$ cat config.mk
export PLATFORM = sky130hd
export DESIGN_NAME = hsv_learn_ctrl
export DESIGN_NICKNAME = d
export VERILOG_FILES = /design/src/rtl/hsv_learn_ctrl.sv
export SDC_FILE = /design/constraint.sdc
export NUM_CORES = 1
export LEC_CHECK = 0
export BUFFER_PORTS_ARGS = -buffer_cell sky130_fd_sc_hd__buf_2
export CAP_MARGIN = 20
export CORE_MARGIN = 2
export CORE_UTILIZATION = 53
export DETAILED_ROUTE_END_ITERATION = 16
export GPL_TIMING_DRIVEN = 0
export HOLD_SLACK_MARGIN = 0.08
export PLACE_DENSITY = 0.76
export SYNTH_ARGS = -nofsm -noshare
export SYNTH_HDL_FRONTEND = slang
export SYNTH_SLANG_ARGS = --single-unit
export TNS_END_PERCENT = 1
$ cat constraint.sdc
create_clock -name clk -period 2.1 [get_ports clk]
set_input_delay 0.21 -clock clk [delete_from_list [all_inputs] [get_ports clk]]
set_output_delay 0.21 -clock clk [all_outputs]
set_load 0.02 [all_outputs]
$ cat src/rtl/hsv_learn_ctrl.sv
//-----------------------------------------------------------------------------
// hsv_learn_ctrl
//
// Learning controller for the HSV colour-match binarizer. On a learn request
// it waits for the next frame, averages H, S and V over a square window of
// 2^WIN_LOG2 x 2^WIN_LOG2 pixels centred at (CX, CY), and loads the result
// into the held target register hsv_detect that feeds the binarizer. This
// block owns the only write path to the target colour.
//
// Build option:
//   HSV_LEARN_IIR_EN  when defined, each update writes (old + new_avg) >> 1
//                     per channel (first-order smoothing across learns);
//                     when undefined, each update overwrites with new_avg.
//
// Ports:
//   clk         in   1   pixel clock
//   rst_n       in   1   synchronous active-low reset
//   vsync       in   1   frame sync, rising edge marks a frame boundary
//   de          in   1   active-pixel strobe aligned with hsv_in
//   hsv_in      in  24   {H[23:16], S[15:8], V[7:0]} of the current pixel
//   learn_req   in   1   single-cycle request to capture a new target
//   hsv_detect  out 24   held target colour {H, S, V}
//   learn_busy  out  1   high from request acceptance until the update
//   learn_done  out  1   one-cycle pulse when hsv_detect is updated
//
// Timing: a vsync rise sampled at clock edge E0 that closes the captured
// frame moves the FSM to UPDATE; hsv_detect and learn_done change at the
// following edge E1, i.e. two clock edges after the vsync rise. hsv_detect
// therefore only changes in vertical blanking and is stable over a frame.
//-----------------------------------------------------------------------------
module hsv_learn_ctrl #(
    parameter int          H_ACT       = 640,
    parameter int          V_ACT       = 480,
    parameter int          CX          = 320,
    parameter int          CY          = 240,
    parameter int          WIN_LOG2    = 2,
    parameter logic [23:0] DEFAULT_HSV = 24'h000000
) (
    input  logic        clk,
    input  logic        rst_n,
    input  logic        vsync,
    input  logic        de,
    input  logic [23:0] hsv_in,
    input  logic        learn_req,
    output logic [23:0] hsv_detect,
    output logic        learn_busy,
    output logic        learn_done
);

    //-------------------------------------------------------------------------
    // Derived constants
    //-------------------------------------------------------------------------
    localparam int XW    = (H_ACT > 1) ? $clog2(H_ACT) : 1;
    localparam int YW    = (V_ACT > 1) ? $clog2(V_ACT) : 1;
    // Accumulator holds 4^WIN_LOG2 samples of 8 bits without overflow.
    localparam int ACC_W = 8 + 2 * WIN_LOG2;
    // Sample counter must be able to represent 4^WIN_LOG2 itself.
    localparam int CNT_W = 2 * WIN_LOG2 + 1;
    localparam int HALF  = 1 << (WIN_LOG2 - 1);

    localparam logic [XW-1:0]    X_MAX = XW'(H_ACT - 1);
    localparam logic [YW-1:0]    Y_MAX = YW'(V_ACT - 1);
    localparam logic [XW-1:0]    X_LO  = XW'(CX - HALF);
    localparam logic [XW-1:0]    X_HI  = XW'(CX + HALF - 1);
    localparam logic [YW-1:0]    Y_LO  = YW'(CY - HALF);
    localparam logic [YW-1:0]    Y_HI  = YW'(CY + HALF - 1);
    localparam logic [CNT_W-1:0] NSAMP = CNT_W'(1 << (2 * WIN_LOG2));

    //-------------------------------------------------------------------------
    // FSM state encoding
    //-------------------------------------------------------------------------
    typedef enum logic [1:0] {
        S_IDLE   = 2'd0,
        S_ARM    = 2'd1,
        S_ACCUM  = 2'd2,
        S_UPDATE = 2'd3
    } state_t;

    state_t             r_state;
    state_t             w_state_next;

    //-------------------------------------------------------------------------
    // Registers
    //-------------------------------------------------------------------------
    logic               r_vsync_d;
    logic               r_de_d;
    logic [XW-1:0]      r_x_cnt;
    logic [YW-1:0]      r_y_cnt;
    logic [CNT_W-1:0]   r_smp_cnt;
    logic [23:0]        r_hsv_detect;
    logic               r_learn_busy;
    logic               r_learn_done;

    //-------------------------------------------------------------------------
    // Combinational control
    //-------------------------------------------------------------------------
    logic               w_vs_rise;
    logic               w_de_fall;
    logic               w_in_win;
    logic               w_acc_clr;
    logic               w_acc_en;
    logic               w_update;
    logic               w_accept;
    logic [23:0]        w_hsv_new;

    // Both edges compare the live input against its one-cycle delay, so the
    // edge is seen in the same cycle the input first changes.
    assign w_vs_rise = vsync & ~r_vsync_d;
    assign w_de_fall = ~de & r_de_d;

    // x_cnt equals the active-pixel index of the pixel currently on hsv_in,
    // y_cnt the active-line index, so membership is a direct range test.
    assign w_in_win = de
                    && (r_x_cnt >= X_LO) && (r_x_cnt <= X_HI)
                    && (r_y_cnt >= Y_LO) && (r_y_cnt <= Y_HI);

    // A request is only taken from IDLE; requests while busy are dropped.
    assign w_accept = (r_state == S_IDLE) && learn_req;

    //-------------------------------------------------------------------------
    // Edge-detect delay registers
    //-------------------------------------------------------------------------
    always_ff @(posedge clk) begin
        if (!rst_n) begin
            r_vsync_d <= 1'b0;
            r_de_d    <= 1'b0;
        end else begin
            r_vsync_d <= vsync;
            r_de_d    <= de;
        end
    end

    //-------------------------------------------------------------------------
    // Position counters: free-running in every FSM state, saturating so a
    // malformed (over-long) line or frame cannot wrap back into the window.
    //-------------------------------------------------------------------------
    always_ff @(posedge clk) begin
        if (!rst_n) begin
            r_x_cnt <= '0;
            r_y_cnt <= '0;
        end else begin
            if (w_de_fall) begin
                r_x_cnt <= '0;
            end else if (de && (r_x_cnt != X_MAX)) begin
                r_x_cnt <= r_x_cnt + 1'b1;
            end

            if (w_vs_rise) begin
                r_y_cnt <= '0;
            end else if (w_de_fall && (r_y_cnt != Y_MAX)) begin
                r_y_cnt <= r_y_cnt + 1'b1;
            end
        end
    end

    //-------------------------------------------------------------------------
    // FSM state register
    //-------------------------------------------------------------------------
    always_ff @(posedge clk) begin
        if (!rst_n) begin
            r_state <= S_IDLE;
        end else begin
            r_state <= w_state_next;
        end
    end

    //-------------------------------------------------------------------------
    // FSM next-state and control decode
    //-------------------------------------------------------------------------
    always_comb begin
        w_state_next = r_state;
        w_acc_clr    = 1'b0;
        w_acc_en     = 1'b0;
        w_update     = 1'b0;

        case (r_state)
            S_IDLE: begin
                // A vs_rise coinciding with the request is not used as the
                // capture start; ARM waits for the next one.
                if (learn_req) begin
                    w_state_next = S_ARM;
                end
            end

            S_ARM: begin
                if (w_vs_rise) begin
                    w_acc_clr    = 1'b1;
                    w_state_next = S_ACCUM;
                end
            end

            S_ACCUM: begin
                // Frame end wins over an in-window pixel in the same cycle.
                if (w_vs_rise) begin
                    if (r_smp_cnt == NSAMP) begin
                        w_state_next = S_UPDATE;
                    end else begin
                        // Short or truncated frame: retry on the next one.
                        w_acc_clr = 1'b1;
                    end
                end else if (w_in_win && (r_smp_cnt != NSAMP)) begin
                    // The count guard keeps the accumulators in range even
                    // if the video timing repeats window coordinates.
                    w_acc_en = 1'b1;
                end
            end

            S_UPDATE: begin
                w_update     = 1'b1;
                w_state_next = S_IDLE;
            end

            default: begin
                w_state_next = S_IDLE;
            end
        endcase
    end

    //-------------------------------------------------------------------------
    // Sample counter
    //-------------------------------------------------------------------------
    always_ff @(posedge clk) begin
        if (!rst_n) begin
            r_smp_cnt <= '0;
        end else if (w_acc_clr) begin
            r_smp_cnt <= '0;
        end else if (w_acc_en) begin
            r_smp_cnt <= r_smp_cnt + 1'b1;
        end
    end

    //-------------------------------------------------------------------------
    // Per-channel accumulators and new-target computation.
    // Channel gi occupies hsv bits [gi*8 +: 8]: 2 = H, 1 = S, 0 = V.
    //-------------------------------------------------------------------------
    genvar gi;
    generate
        for (gi = 0; gi < 3; gi++) begin : g_chan
            logic [ACC_W-1:0] r_acc;
            logic [7:0]       w_avg;
            logic [7:0]       w_new;

            always_ff @(posedge clk) begin
                if (!rst_n) begin
                    r_acc <= '0;
                end else if (w_acc_clr) begin
                    r_acc <= '0;
                end else if (w_acc_en) begin
                    r_acc <= r_acc + ACC_W'(hsv_in[gi*8 +: 8]);
                end
            end

            // Dividing by 4^WIN_LOG2 is taking the top 8 bits (truncating).
            // Hue is averaged linearly: no wrap-around handling near 0/255.
            assign w_avg = r_acc[ACC_W-1 -: 8];

`ifdef HSV_LEARN_IIR_EN
            // Smoothing: halfway between the held target and the new average,
            // computed with a 9-bit sum so the carry is kept before halving.
            logic [8:0] w_sum;
            assign w_sum = {1'b0, r_hsv_detect[gi*8 +: 8]} + {1'b0, w_avg};
            assign w_new = 8'(w_sum >> 1);
`else
            assign w_new = w_avg;
`endif

            assign w_hsv_new[gi*8 +: 8] = w_new;
        end
    endgenerate

    //-------------------------------------------------------------------------
    // Output registers: target colour, busy flag and done pulse.
    //-------------------------------------------------------------------------
    always_ff @(posedge clk) begin
        if (!rst_n) begin
            r_hsv_detect <= DEFAULT_HSV;
            r_learn_busy <= 1'b0;
            r_learn_done <= 1'b0;
        end else begin
            r_learn_done <= w_update;

            if (w_update) begin
                r_hsv_detect <= w_hsv_new;
            end

            if (w_accept) begin
                r_learn_busy <= 1'b1;
            end else if (w_update) begin
                r_learn_busy <= 1'b0;
            end
        end
    end

    assign hsv_detect = r_hsv_detect;
    assign learn_busy = r_learn_busy;
    assign learn_done = r_learn_done;

endmodule

Word-level counts from Yosys, hierarchy flattened
Index checks and enable logic that the tools add are counted.
{ "op_classes": {"addsub": 6, "magnitude_cmp": 4, "n_eq_ne": 11, "n_mux": 15, "n_bitwise": 5, "reduce_logical": 14} }
{ "op_table": {"columns": ["cell", "n"], "rows": [
  ["adder 12 x 8 -> 12 bit", 3],
  ["adder 10 x 1 -> 10 bit, second input constant", 1],
  ["greater-or-equal comparator 10 x 9 -> 1 bit, second input constant", 1],
  ["less-or-equal comparator 10 x 9 -> 1 bit, second input constant", 1],
  ["!= test 10 bit, second input constant", 1],
  ["adder 9 x 1 -> 9 bit, second input constant", 1],
  ["greater-or-equal comparator 9 x 8 -> 1 bit, second input constant", 1],
  ["less-or-equal comparator 9 x 8 -> 1 bit, second input constant", 1],
  ["2-to-1 mux 1 bit", 9],
  ["!= test 9 bit, second input constant", 1],
  ["logical AND 1 bit", 8],
  ["2-to-1 mux 2 bit", 4],
  ["!= test 2 bit, second input constant", 4],
  ["case mux 2 bit (4 select lines)", 1],
  ["OR reduction 2 bit", 3],
  ["adder 5 x 1 -> 5 bit, second input constant", 1],
  ["equality test 5 bit, second input constant", 1],
  ["!= test 5 bit, second input constant", 1],
  ["equality test 2 bit, second input constant", 2],
  ["AND reduction 4 bit", 1],
  ["inverter 1 bit", 3],
  ["AND 1 bit", 2],
  ["equality test 2 x 1 -> 1 bit, second input constant", 1],
  ["logical NOT 2 bit", 1],
  ["other kinds (2)", 2]
]} }
{ "word_totals": {"register_bits": 90, "in_bits": 29, "out_inout_bits": 26, "elab_cells": 67} }

Depth between registers and ports, before layout
Gate-level depths: netlist of run 1.
{ "logic_depth": {"ltp_word": 9, "mapped_depth": 10} }

Worst setup path before layout of run 1
Ideal clock, no wire load.
{ "synth_path": {"path_type": "register to register", "from": "reg r_y_cnt[6]", "to": "reg g_chan[1].r_acc[11]", "t_arrival_ps": 2267, "setup_slack_ps": -237, "path_stages_with_launch": 8, "n_path_buf": 1, "period_less_slack_ps": 2337, "cell_sequence": "dfxtp_1 -> nand2_1 -> or4b_4 -> a2111o_4 -> or2_1 -> buf_6 -> or4_1 -> a21oi_1"} }
{ "synth_between": {"elab_chain_cells": 7, "word_cells_on_any_way": 8} }
{ "synth_lines": {"columns": ["element", "line", "source"], "rows": [
  ["start: declaration", "88", "logic [YW-1:0] r_y_cnt;"],
  ["start signal: assignment", "151", "r_y_cnt <= r_y_cnt + 1'b1;"],
  ["greater-or-equal comparator 9 x 8 -> 1 bit", "115", "&& (r_y_cnt >= Y_LO) && (r_y_cnt <= Y_HI);"],
  ["logical AND 1 bit", "115", null],
  ["logical AND 1 bit (*)", "115", null],
  ["logical AND 1 bit (*)", "201", "end else if (w_in_win && (r_smp_cnt != NSAMP)) begin"],
  ["2-to-1 mux 1 bit (*)", "201", null],
  ["2-to-1 mux 1 bit (*)", "194", "if (w_vs_rise) begin"],
  ["2-to-1 mux 1 bit (*)", "176", "case (r_state)"],
  ["end signal: assignment", "249", "r_acc <= r_acc + ACC_W'(hsv_in[gi*8 +: 8]);"],
  ["end: declaration", "239", "logic [ACC_W-1:0] r_acc;"]
]} }
Every way passes the cells marked *; elsewhere a longest branch is shown, timed or not.
A chain may end at the register's enable or synchronous reset.

Final worst setup path of run 1
{ "layout_path": {"from": "reg r_vsync_d", "to": "reg g_chan[2].r_acc[9]"} }
{ "layout_between": {"elab_chain_cells": 5, "word_cells_on_any_way": 8} }
{ "layout_lines": {"columns": ["element", "line", "source"], "rows": [
  ["start: declaration", "85", "logic r_vsync_d;"],
  ["start signal: assignment", "128", "r_vsync_d <= vsync;"],
  ["inverter 1 bit (*)", "108", "assign w_vs_rise = vsync & ~r_vsync_d;"],
  ["AND 1 bit (*)", "108", null],
  ["2-to-1 mux 1 bit (on tied branches)", "194, 186", null],
  ["case mux 1 bit (2 select lines)", "176", null],
  ["OR reduction 2 bit (no source line)", null, null],
  ["end signal: assignment", "249", null],
  ["end: declaration", "239", null]
]} }
Marked as above.

==> metrics.md, run 1 <==
| Metric | Value |
|---|---|
| Cell count after synthesis | `~550` |
| Total vias in the final route | `between 4000 and 5000` |
| Relative contribution of combinational cells to total power | `between 10% and 20%` |
| Post-synthesis sequential area ratio | `a little under two fifths` |
| Run status | `finished, violations left` |
| Clock-pin slew of the registers on the worst-case setup and hold paths | `0.09 ns` |
| Final HPWL from detailed placement | `7820 um` |
| Vias in the first global route | `just over 4000` |
| Grt ovf | `0` |
| Detailed-routing iteration count for the pre-antenna-repair pass | `4` |
| Commonest cells after routing, fill and taps aside | `sky130_fd_sc_hd__dfxtp_1 (82), sky130_fd_sc_hd__nand2_1 (62), sky130_fd_sc_hd__buf_2 (56)` |
| Layout Nets | `about 700` |
| Unique cell type count in the Yosys netlist | `55` |
| Setup ws final | `-0.195 ns` |
| Post-synthesis average cell area | `between 8 and 9 um2` |
| Synth Register Bits | `90` |
| Post-synthesis compound-gate area fraction | `a little over an eighth` |
| Number of warnings issued by yosys | `0` |
| CTS Sinks | `90` |
| Antenna viol nets, final | `0` |
| Total count of hold-check failures in the final report | `0` |
| Post-synthesis xor/xnor area fraction | `under 10%` |
| Fraction of final layout cells with drive strength greater than 1 | `roughly 20%` |
| Average wire per standard cell | `15.4 um` |
| CTS root buf | `sky130_fd_sc_hd__clkbuf_8` |
| Synth async-reset ratio | `0%` |
| Clock tree from TritonCTS | `yes` |
| Peak fanout along the critical path | `6` |
| Main flop type after synthesis | `sky130_fd_sc_hd__dfxtp_1` |
| Shortest period the worst path allows | `2.29 ns` |
| Crit end category | `flip-flop` |
| Category of the worst setup path launch point | `flip-flop` |
| Cts-stage hold buffer count | `0` |
| P per Cell Area | `about 600 mW/mm2` |
| IO Count | `55` |
| Main combinational cell family by area after synthesis | `simple AND/OR/NAND/NOR gates` |
| Slew HR | `a little over three fifths` |
| Max cap viols | `0` |
| Filler-free cell count of the finished design | `735` |
| Setup TNS after final layout | `-2.58 ns` |
| Switching share of power | `27.8%` |
| Fin area | `0.00566 mm2` |
| Signal arrival time at the worst endpoint | `around 2.5 ns` |
| Worst hold margin | `0.124 ns` |
| Chip height | `98.7 um` |
| Sequential fraction of design power | `53.2%` |
| I/O Buffers | `53` |
| CTS Buf Count | `9` |
| Period utilisation layout | `109%` |
| Leakage power figure | `roughly 2.3 nW` |
| Path type of the worst setup path | `reg -> reg` |
| Row count | `34` |
| Post-synth EDFFs | `0` |
| Path type of the worst min-delay path | `in -> reg` |
| Number of DRC violations after detailed-routing iteration 0 | `~200` |
| Placement Setup Slack | `-0.626 ns` |
| Layout area overhead | `19.1%` |
| Failing checks | `negative setup slack` |
| All-layer global routing usage | `about a quarter` |
| Post-synthesis cell area | `around 0.0048 mm2` |
| GPL Wtd Cong | `~0.84` |
| Placed Cells incl. Taps | `707` |
| Area enclosed by the die boundary | `0.00974 mm2` |
| Routed wire length | `about 11000 um` |
| Final setup viols | `31` |
| Post-synthesis share of cell area spent on full adders, half adders and majority gates | `about 11%` |
| Least-Margin Pin Slew | `approximately 0.56 ns` |
| Multiplexer share of the synthesized area | `about 5.5%` |
| Highest achievable clock rate | `between 400 and 500 MHz` |
| Clk pwr share | `31.1%` |
| Most frequent standard cell in the layout excluding fill and tap cells | `sky130_fd_sc_hd__dfxtp_1` |
| Global-route wire length before repair | `around 19000 um` |
| Maximum resistive drop on vdd | `between 0.3 and 0.4 mV` |
| Cell-internal power | `2.40 mW` |
| Total cell area at the placement stage | `around 0.0052 mm2` |
| Average via count per standard cell | `about 5.6` |
| Number of levels the H-tree was split into | `3` |
| Worst clock skew | `approximately 0.01 ns` |
| Clock Tree Buf Depth | `2` |
| Unrepaired setup endpoints after global routing | `true` |
| Worst path cell trace | `nand2b_4 -> or4b_4 -> a2111o_4 -> or2_4 -> buf_6 -> clkbuf_16 -> o311ai_4 -> nand2_1` |
| Slowest cell on the critical path | `sky130_fd_sc_hd__or4b_4` |
| Initial core utilization | `between 50% and 60%` |
| Largest net degree at the start of global routing | `13` |
| Biggest cell delay along the critical path | `approximately 0.45 ns` |
| Clock network latency to the later pin of the worst-skew pair | `0.36 ns` |
| Die Width | `98.7 um` |
| Data required time of the worst path | `roughly 2.3 ns` |
| Fin. max-slew vios | `0` |
| Antenna violations before repair | `0` |
| Diodes inserted | `0` |
| Core area | `roughly 0.0087 mm2` |
| Switch Pwr | `just over 900 uW` |
| Post-route DRC violation count | `0` |
| Basic-gate share of the synthesized area counting and, or, nand and nor cells | `between 20% and 30%` |
| Total nets after synthesis | `616` |
## repair_timing
action / in CTS / in global routing
endpoints found under the hold margin: 0 / 0
gates cloned: 2 / 0
pin swaps: 14 / 8
buffers inserted: 9 / 3
setup endpoints to repair: 49 / 49
gates resized for setup: 39 / 22
## registers in the layout (all words and copies together), names as in the netlist
register      flops
r_y_cnt           9
learn_done        1
r_smp_cnt         5
learn_busy        1
r_vsync_d         1
r_x_cnt          10
r_de_d            1
hsv_detect       24
r_state           2
g_chan.r_acc     36
## cell usage after synthesis (all sizes together) (4+ instances only)
master | instances | area share, %
dfxtp | 90 | 38
nand2 | 64 | 5.1
nor2 | 52 | 4.1
a21oi | 44 | 4.6
ha | 38 | 10
mux2i | 26 | 5.5
nor2b | 26 | 3.4
inv | 24 | 1.9
xnor2 | 18 | 3.3
clkbuf | 16 | 1.3
o21ai | 15 | 1.6
xor2 | 14 | 2.6
nand2b | 12 | 1.6
nand3 | 10 | 1.1
nand4 | 9 | 1.2
a211oi | 7 | 1.1
or3 | 6 | 0.79
a21o | 5 | 0.79
and2 | 5 | 0.66
nor3 | 5 | 0.53
a31oi | 4 | 0.53
and3 | 4 | 0.53
nor4 | 4 | 0.53
## critical path, delay by kind of cell (launching register included)
kind / cells / cell delay (ns)
flip-flops: 1 / 0.34
AO/OA/AOI/OAI: 2 / 0.63
AND/OR/NAND/NOR: 4 / 0.91
buffers and inverters: 2 / 0.30
## power groups by stage
| stage | clock network, mW | logic [mW] | registers, mW |
|---|---|---|---|
| after floorplan | 0 | 0.356 | 1.81 |
| after global placement | 0 | 0.480 | 1.81 |
| after detailed placement | 0 | 0.496 | 1.81 |
| after CTS | 1.04 | 0.508 | 1.77 |
| after global routing | 1.11 | 0.578 | 1.77 |
| final | 1.04 | 0.522 | 1.77 |
## through the flow
step	utilization, %	total power, mW
after floorplan	-	2.17
after global placement	59.3	2.29
after detailed placement	59.3	2.30
after CTS	63.7	3.32
after global routing	64.9	3.46
final	64.9	3.32
## final cells by class
class | count | area, um2
repair buffers | 67 | 378
multi-input cells | 414 | 2950
well taps | 108 | 135
fillers | 724 | 3060
inverters | 24 | 90.1
clock buffers | 14 | 153
flip-flops and latches | 90 | 1810
plain buffers | 18 | 141
## cells by family (layout without fill, tap and decap cells)
group	Yosys count	in the layout
flip-flops	90	90
buffers and inverters	42	123
multiplexers	26	26
AND/OR/NAND/NOR	212	212
XOR/XNOR	32	32
adder cells (fa/ha/maj)	41	41
AO/OA/AOI/OAI	103	103
## per-layer routing
metal | share of wire (%) | vias up | global-route usage [%]
met5 | 0 | - | 0
met3 | 3.7 | 19 | 3.69
met4 | 2.3 | 0 | 11.0
met2 | 49 | 86 | 39.4
met1 | 45 | 1968 | 29.3
li1 | - | 2048 | -
## final timing paths
kind / from / endpoint / slack [ns] / cells after the start
setup / recovery: r_vsync_d$_SDFF_PN0_ / g_chan[2].r_acc[9]$_SDFFE_PP0P_ / -0.19 / 8
setup reg to reg: r_vsync_d$_SDFF_PN0_ / g_chan[2].r_acc[9]$_SDFFE_PP0P_ / -0.19 / 8
hold reg to reg: g_chan[0].r_acc[3]$_SDFFE_PP0P_ / g_chan[0].r_acc[3]$_SDFFE_PP0P_ / 0.46 / 2
hold / removal: learn_req / learn_busy$_SDFFE_PN0P_ / 0.12 / 3
No activity file was read; power rests on OpenSTA's default activity.
==> inputs of run 2 (changes only) <==
- ABC_AREA: not set -> 1
==> run 2 against run 1 <==
The flow now finishes without violations. Critical path type unchanged. Worst hold slack got worse by 0.013 ns. Highest routed layer unchanged. Sequential share of layout area fell by 0.14 points. Cell count rose by 18%. Power rose by 11%. Sequential cell count did not move. Clock skew rose by 0.0043 ns. Clock-buffer cell count fell by 3. Die area rose by 5.6%.
==> metrics.md, run 2 <==
| Metric | Value |
|---|---|
| Register with the highest flop count | `g_chan.r_acc` |
| Total cell area at the placement stage | `0.00546 mm2 (+5.6%)` |
| Unrepaired setup endpoints after global routing | `true` |
| Final HPWL from detailed placement | `8820 um (+13%)` |
| Top cells by count, synth | `sky130_fd_sc_hd__nand2_1 (108), sky130_fd_sc_hd__nor2_1 (95), sky130_fd_sc_hd__dfxtp_1 (90), sky130_fd_sc_hd__inv_1 (64), sky130_fd_sc_hd__a21oi_1 (62)` |
| Die Width | `101 um (+2.7%)` |
| I/O Buffers | `54 (+1.9%)` |
| Biggest cell delay along the critical path | `0.44 ns (about the same)` |
| Most frequent standard cell in the layout excluding fill and tap cells | `sky130_fd_sc_hd__nand2_1` |
| Maximum resistive drop on vdd | `0.445 mV (+17%)` |
| Unique cell type count in the Yosys netlist | `43 (-22%)` |
| Path type of the worst min-delay path | `in -> reg` |
| Slew HR | `60.6% (-2.0 points)` |
| Vias in the first global route | `4289 (+4.4%)` |
| Average via count per standard cell | `5.35 (-4.6%)` |
| Number of DRC violations after detailed-routing iteration 0 | `396 (+100%)` |
| Cell count after synthesis | `669 (+23%)` |
| Max cap viols | `0 (unchanged)` |
| Signal arrival time at the worst endpoint | `2.30 ns (-0.24 ns)` |
| Setup fix buffers added after clock tree synthesis | `0 (-9)` |
| Layout area overhead | `12.4%` |
| CTS Sinks | `90 (unchanged)` |
| Setup TNS after final layout | `0 ns (+2.58 ns)` |
| Final setup viols | `0 (-100%)` |
| Run status | `finished clean` |
| Clock tree from TritonCTS | `yes` |
| Fraction of final layout cells with drive strength greater than 1 | `17.2% (-3.2 points)` |
| Clock network latency to the later pin of the worst-skew pair | `0.36 ns (about the same)` |
| Crit end category | `flip-flop` |
| Number of levels the H-tree was split into | `3 (unchanged)` |
| CTS root buf | `sky130_fd_sc_hd__clkbuf_8` |
| Leakage power figure | `2.53 nW (+11%)` |
| Category of the worst setup path launch point | `flip-flop` |
| Highest achievable clock rate | `488 MHz (+12%)` |
| Filler cell count in the final layout | `862 (+19%)` |
| Cell with the most instances on the worst path | `sky130_fd_sc_hd__nand2_1` |
| Average wire per standard cell | `13.5 um (-12%)` |
| Total met2 wirelength after detailed routing | `5490 um (-1.1%)` |
| Post-synthesis average cell area | `7.52 um2 (-14%)` |
| Placed Cells incl. Taps | `852 (+21%)` |
| Filler-free cell count of the finished design | `867 (+18%)` |
| Layout Nets | `805 (+16%)` |
| GPL Wtd Cong | `0.905 (+8.4%)` |
| Area enclosed by the die boundary | `0.0103 mm2 (+5.6%)` |
| Period utilisation layout | `97.5% (-12 points)` |
| Clock-pin slew of the registers on the worst-case setup and hold paths | `0.08 ns (about the same)` |
| Core area | `0.00924 mm2 (+6.0%)` |
| Synth Register Bits | `90 (unchanged)` |
| Area taken by flip-flops and latches | `0.00180 mm2 (-0.62%)` |
| Initial core utilization | `54.4% (-0.084 points)` |
| Largest net degree at the start of global routing | `14 (+1)` |
| Peak fanout along the critical path | `3 (-3)` |
| Routed wire length | `11700 um (+3.5%)` |
| Max layer used | `met4` |
| Total nets after synthesis | `739 (+20%)` |
| Most used standard cell by instance count after synthesis | `sky130_fd_sc_hd__nand2_1` |
| Main flop type after synthesis | `sky130_fd_sc_hd__dfxtp_1` |
| Chip height | `101 um (+2.7%)` |
| Data required time of the worst path | `2.35 ns (about the same)` |
| Post-synthesis sequential area ratio | `35.8% (-2.1 points)` |
| Antenna viol nets, final | `0 (unchanged)` |
| Number of warnings issued by yosys | `0 (unchanged)` |
| Post-layout power | `3.67 mW (+11%)` |
| Path type of the worst setup path | `reg -> reg` |
| Flip-flop count of the largest register, all copies and words added | `36 (unchanged)` |
| DRT met1 WL | `5330 um (+4.7%)` |
| IO Count | `55 (unchanged)` |
| Fin area | `0.00565 mm2 (-0.20%)` |
| Slowest cell on the critical path | `sky130_fd_sc_hd__fa_1` |
| Met3 wire len | `639 um (+51%)` |
| Antenna violations before repair | `0 (unchanged)` |
| Grt ovf | `0 (unchanged)` |
| Proportion of netlist area held by the largest area contributor | `35.8% (-2.1 points)` |
| Total area of multi-input combinational cells | `0.00287 mm2 (-2.7%)` |
| Global-route wire length before repair | `19400 um (+4.7%)` |
| Detailed-routing iteration count for the pre-antenna-repair pass | `5 (+1)` |
| Commonest cells after routing, fill and taps aside | `sky130_fd_sc_hd__nand2_1 (108), sky130_fd_sc_hd__nor2_1 (92), sky130_fd_sc_hd__dfxtp_1 (89)` |
| Fin. max-slew vios | `0 (unchanged)` |
| Total vias in the final route | `4637 (+13%)` |
| Total count of hold-check failures in the final report | `0 (unchanged)` |
| Post-route DRC violation count | `0 (unchanged)` |
| P per Cell Area | `650 mW/mm2 (+11%)` |
| CTS Buf Count | `9 (unchanged)` |
| Cell family with the largest share of critical-path delay | `adder cells` |
| Worst clock skew | `0.0145 ns (+0.00430 ns)` |
| Worst path cell trace | `ha_1 -> inv_1 -> fa_1 -> o21ai_2 -> nand2_1 -> nand2_1 -> nand4_1 -> nor2_2 -> nand2_1 -> nand2_1 -> nor2_1` |
| Largest area contributor in the synthesized netlist | `sky130_fd_sc_hd__dfxtp_1` |
| Post-synth EDFFs | `0 (unchanged)` |
| Worst path bufs/invs | `1 (-1)` |
| Diodes inserted | `0 (unchanged)` |
| All-layer global routing usage | `23.8% (+0.48 points)` |
| Least-Margin Pin Slew | `0.591 ns (+0.0333 ns)` |
| Clock Tree Buf Depth | `2 (unchanged)` |
| Post-synthesis cell area | `0.00503 mm2 (+5.8%)` |
| Synth async-reset ratio | `0% (unchanged)` |
| Shortest period the worst path allows | `2.05 ns (-0.247 ns)` |
| Top post-synthesis cells by area | `sky130_fd_sc_hd__dfxtp_1 (36%), sky130_fd_sc_hd__ha_1 (9.5%), sky130_fd_sc_hd__nand2_1 (8.1%)` |
| Row count | `35 (+2.9%)` |
[run 2: layout make-up]
| class | instances | share of cell area [%] |
|---|---|---|
| Tap cell | 129 | 2.86 |
| Multi-Input combinational cell | 493 | 50.8 |
| Timing Repair Buffer | 55 | 4.96 |
| Buffer | 16 | 1.93 |
| Sequential cell | 90 | 31.9 |
| Clock inverter | 3 | 0.310 |
| Clock buffer | 11 | 2.50 |
| Inverter | 70 | 4.74 |
[run 2: tightest hold or removal path: stages]
cell	delay, ns
sky130_fd_sc_hd__buf_2	0.13
sky130_fd_sc_hd__nand2_1	0.06
sky130_fd_sc_hd__inv_1	0.04
[run 2: timing repair]
| item | in CTS | in global routing |
|---|---|---|
| setup endpoints to repair | 2 | 16 |
| hold endpoints to repair | 1 | 0 |
| pin swaps | 0 | 1 |
| resized for setup | 2 | 9 |
| hold buffers | 1 | 0 |
[run 2: path summary, 6_finish.rpt]
kind | startpoint | endpoint | slack, ns | cells past startpoint
max | g_chan[2].r_acc[0]$_SDFFE_PP0P_ | g_chan[2].r_acc[10]$_SDFFE_PP0P_ | 0.05 | 11
min | de | r_de_d$_SDFF_PN0_ | 0.11 | 3
max reg2reg | g_chan[2].r_acc[0]$_SDFFE_PP0P_ | g_chan[2].r_acc[10]$_SDFFE_PP0P_ | 0.05 | 11
min reg2reg | g_chan[1].r_acc[2]$_SDFFE_PP0P_ | g_chan[1].r_acc[2]$_SDFFE_PP0P_ | 0.46 | 2
[run 2: logic make-up (layout without fill, tap and decap cells)]
group	after synthesis	in the layout	synth area share [%]
buffers and inverters	86	155	7.39
AOI/OAI and AO/OA	159	159	18.0
adders and majority gates	41	41	10.6
DFF	90	90	35.8
and+or+nand+nor	271	271	24.3
xor gates and xnor gates	22	22	3.83
[run 2: power breakdown]
group	switching [mW]	leakage (nW)	internal [mW]
logic	0.505	1.72	0.253
registers	0.0645	0.728	1.82
clock network	0.580	0.0810	0.446
[run 2: per-layer routing]
metal,up-vias,global-route usage (%)
met5,-,0
met4,0,9.15
met3,26,3.66
met2,145,40.6
met1,2119,30.3
li1,2347,-
[run 2: through the flow]
stage / worst slack [ns] / util [%] / hold WS [ns]
final: 0.0526 / 61.2 / 0.111
after global routing: -0.0691 / 61.2 / 0.125
after CTS: 0.0156 / 60.9 / 0.0971
after detailed placement: -0.135 / 59.1 / 0.414
after global placement: -0.115 / 59.1 / 0.406
after floorplan: 0.247 / - / 0.303
==> inputs of run 3 (changes only) <==
- CORE_UTILIZATION: 53 -> 59
- PLACE_DENSITY: 0.76 -> 0.8
- clock period: 2.1 -> 2.2 ns (I/O delays scaled with it)
==> run 3 against run 2 <==
Sequential share of layout area grew 0.11 points. Register-to-register slack gained 0.11 ns. Global-route usage grew 3.1 points. Power shrank 2.3%. Sequential cell count is the same. Highest routed layer unchanged. Via count is essentially flat. Critical endpoint is now g_chan[0].r_acc[0]$_SDFFE_PP0P_. Clock power is essentially flat. Combinational power shrank 3.7%.
==> metrics.md, run 3 (same netlist as run 2, synthesis figures left out) <==
| Metric | Value |
|---|---|
| Run status | `finished clean` |
| Slew HR | `61.0% (+0.42 points)` |
| Worst path cell trace | `inv_1 -> ha_1 -> or2_2 -> nand2_1 -> nand2_2 -> nand2_2 -> nor2_8 -> nand3_4 -> inv_4 -> buf_6 -> o21ai_0 -> nor2_1` |
| Worst clock skew | `0.0147 ns (+0.000214 ns)` |
| Setup ws final | `0.159 ns (+0.107 ns)` |
| Maximum resistive drop on vdd | `0.457 mV (+2.7%)` |
| Highest achievable clock rate | `490 MHz (+0.33%)` |
| Unrepaired setup endpoints after global routing | `true` |
| R2R cell count | `12 (+1)` |
| Placement Setup Slack | `-0.0414 ns (+0.0937 ns)` |
| Worst Hold End | `r_de_d$_SDFF_PN0_` |
| Commonest cells after routing, fill and taps aside | `sky130_fd_sc_hd__nand2_1 (108), sky130_fd_sc_hd__nor2_1 (94), sky130_fd_sc_hd__dfxtp_1 (90)` |
| All-layer global routing usage | `26.9% (+3.1 points)` |
| Worst hold margin | `0.112 ns (+0.000842 ns)` |
| Category of the worst setup path launch point | `flip-flop` |
| Initial core utilization | `60.9% (+6.5 points)` |
| Source of the worst register-to-register timing path | `r_x_cnt[0]$_SDFFE_PP0P_` |
| Crit end category | `flip-flop` |
| Max cap viols | `0 (unchanged)` |
| Layout area overhead | `11.9%` |
| Routed wire length | `11700 um (-0.10%)` |
| Cell with the most instances on the worst path | `sky130_fd_sc_hd__nand2_2` |
| Detailed-routing iteration count for the pre-antenna-repair pass | `5 (unchanged)` |
| Total vias in the final route | `4639 (+0.043%)` |
| Antenna violations before repair | `0 (unchanged)` |
| Switching share of power | `32.3% (+1.0 points)` |
| Chip height | `96.3 um (-5.0%)` |
| Clock network latency to the later pin of the worst-skew pair | `0.37 ns (about the same)` |
| I/O Buffers | `54 (unchanged)` |
| Clk pwr share | `29.4% (+1.5 points)` |
| Filler-free cell count of the finished design | `845 (-2.5%)` |
| Path type of the worst setup path | `reg -> reg` |
| Average wire per standard cell | `13.9 um (+2.5%)` |
| Register with the highest flop count | `g_chan.r_acc` |
| Antenna viol nets, final | `0 (unchanged)` |
| Fin area | `0.00563 mm2 (-0.40%)` |
| Total count of hold-check failures in the final report | `0 (unchanged)` |
| Slowest cell on the critical path | `sky130_fd_sc_hd__dfxtp_1` |
| Largest net degree at the start of global routing | `16 (+2)` |
| Shortest period the worst path allows | `2.04 ns (-0.00683 ns)` |
| Layout Nets | `805 (unchanged)` |
| Cell family with the largest share of critical-path delay | `simple AND/OR/NAND/NOR gates` |
| Least-Margin Pin Slew | `0.585 ns (-0.00636 ns)` |
| Post-route DRC violation count | `0 (unchanged)` |
| Path type of the worst min-delay path | `in -> reg` |
| Signal arrival time at the worst endpoint | `2.31 ns (about the same)` |
| Global-route wire length before repair | `19400 um (-0.18%)` |
| Period utilisation layout | `92.8% (-4.7 points)` |
| Biggest cell delay along the critical path | `0.43 ns (about the same)` |
| Row count | `33 (-5.7%)` |
| Relative contribution of combinational cells to total power | `20.4% (-0.2 points)` |
| Leakage power figure | `2.53 nW (about the same)` |
| CTS Sinks | `90 (unchanged)` |
| IO Count | `55 (unchanged)` |
| Setup TNS after final layout | `0 ns (unchanged)` |
| Final HPWL from detailed placement | `8770 um (-0.50%)` |
| Fraction of final layout cells with drive strength greater than 1 | `16.9% (-0.32 points)` |
| Die Width | `96.3 um (-5.0%)` |
| Number of DRC violations after detailed-routing iteration 0 | `327 (-17%)` |
| Peak fanout along the critical path | `10 (+7)` |
| Final setup viols | `0 (unchanged)` |
| Average via count per standard cell | `5.49 (+2.6%)` |
| Flip-flop count of the largest register, all copies and words added | `36 (unchanged)` |
| Area enclosed by the die boundary | `0.00928 mm2 (-9.8%)` |
| Setup fix buffers added after clock tree synthesis | `0 (unchanged)` |
| Core area | `0.00826 mm2 (-11%)` |
| Grt ovf | `0 (unchanged)` |
| CTS root buf | `sky130_fd_sc_hd__clkbuf_8` |
| Clock-pin slew of the registers on the worst-case setup and hold paths | `0.09 ns (about the same)` |
| Total cell area at the placement stage | `0.00543 mm2 (-0.55%)` |
| Fin. max-slew vios | `0 (unchanged)` |
| Worst path bufs/invs | `3 (+2)` |
| GPL Wtd Cong | `0.899 (-0.71%)` |
| Post-layout power | `3.59 mW (-2.3%)` |
| Reg-to-reg slack, setup | `0.16 ns (+0.11 ns)` |
| Clock Tree Buf Depth | `2 (unchanged)` |
| Post-layout utilization of the core | `68.2% (+7.0 points)` |
| Clock tree from TritonCTS | `yes` |
| Capture instance of the worst register-to-register path | `g_chan[0].r_acc[0]$_SDFFE_PP0P_` |
| Diodes inserted | `0 (unchanged)` |
| Min-delay src | `de` |
| Worst hold path stage count | `3 (unchanged)` |
| Sequential fraction of design power | `50.3% (-1.1 points)` |
| Most frequent standard cell in the layout excluding fill and tap cells | `sky130_fd_sc_hd__nand2_1` |
| Data required time of the worst path | `2.47 ns (+0.12 ns)` |
| CTS Buf Count | `9 (unchanged)` |
| P per Cell Area | `638 mW/mm2 (-1.9%)` |
| Number of levels the H-tree was split into | `3 (unchanged)` |
| Vias in the first global route | `4354 (+1.5%)` |
| Filler cell count in the final layout | `720 (-16%)` |
| Switch Pwr | `1.16 mW (+0.84%)` |
| Cell-internal power | `2.43 mW (-3.7%)` |
| Placed Cells incl. Taps | `828 (-2.8%)` |
run 3: changes by cell type in the layout (fill, tap and decap cells not counted), sizes merged:
cell and delta:
buf +1, clkbuf -1, clkinvlp +2
run 3: final cells by class:
cell class              instances  area (um2)  share of cell area, %
plain buffers                  16         106                   1.89
clock buffers                  11         141                   2.51
clock inverters                 5        40.0                  0.711
inverters                      70         265                   4.71
multi-input cells             493        2860                   50.8
flip-flops and latches         90        1800                   32.0
well taps                     105         131                   2.33
repair buffers                 55         280                   4.98
run 3: repair_timing:
action	CTS	global route
endpoints found under the hold margin	1	0
gates resized for setup	1	4
pin swaps	0	0
hold buffers	1	0
setup endpoints to repair	1	4
run 3: worst max-delay path by stage:
stage                                    start                                to  cells after the start
2_1_floorplan  g_chan[2].r_acc[0]$_SDFFE_PP0P_  g_chan[2].r_acc[10]$_SDFFE_PP0P_                     11
3_3_place_gp                        hsv_in[16]  g_chan[2].r_acc[10]$_SDFFE_PP0P_                     12
3_5_place_dp                        hsv_in[16]  g_chan[2].r_acc[10]$_SDFFE_PP0P_                     12
4_1_cts        g_chan[2].r_acc[0]$_SDFFE_PP0P_  g_chan[2].r_acc[10]$_SDFFE_PP0P_                     11
5_1_grt        g_chan[2].r_acc[0]$_SDFFE_PP0P_  g_chan[2].r_acc[10]$_SDFFE_PP0P_                     11
6_report               r_x_cnt[0]$_SDFFE_PP0P_   g_chan[0].r_acc[0]$_SDFFE_PP0P_                     12
run 3: power by group through the flow:
stage	combinational [mW]	sequential, mW	clock (mW)
floorplan	0.373	1.95	0
global placement	0.705	1.84	0
detailed placement	0.723	1.84	0
CTS	0.730	1.80	1.08
global route	0.821	1.82	1.13
finish	0.730	1.80	1.05
run 3: routing by layer:
layer	global-route usage (%)	part of all wire (%)	vias to the layer above
li1	-	-	2350
met1	32.8	45	2130
met2	47.0	48	139
met3	3.92	5.1	20
met4	12.0	1.8	0
met5	0	0	-
run 3: worst reg2reg max path, stage by stage (launching register included):
cell,delay [ns]
sky130_fd_sc_hd__dfxtp_1,0.43
sky130_fd_sc_hd__inv_1,0.12
sky130_fd_sc_hd__ha_1,0.20
sky130_fd_sc_hd__or2_2,0.28
sky130_fd_sc_hd__nand2_1,0.09
sky130_fd_sc_hd__nand2_2,0.07
sky130_fd_sc_hd__nand2_2,0.12
sky130_fd_sc_hd__nor2_8,0.06
sky130_fd_sc_hd__nand3_4,0.11
sky130_fd_sc_hd__inv_4,0.09
sky130_fd_sc_hd__buf_6,0.15
sky130_fd_sc_hd__o21ai_0,0.17
sky130_fd_sc_hd__nor2_1,0.05
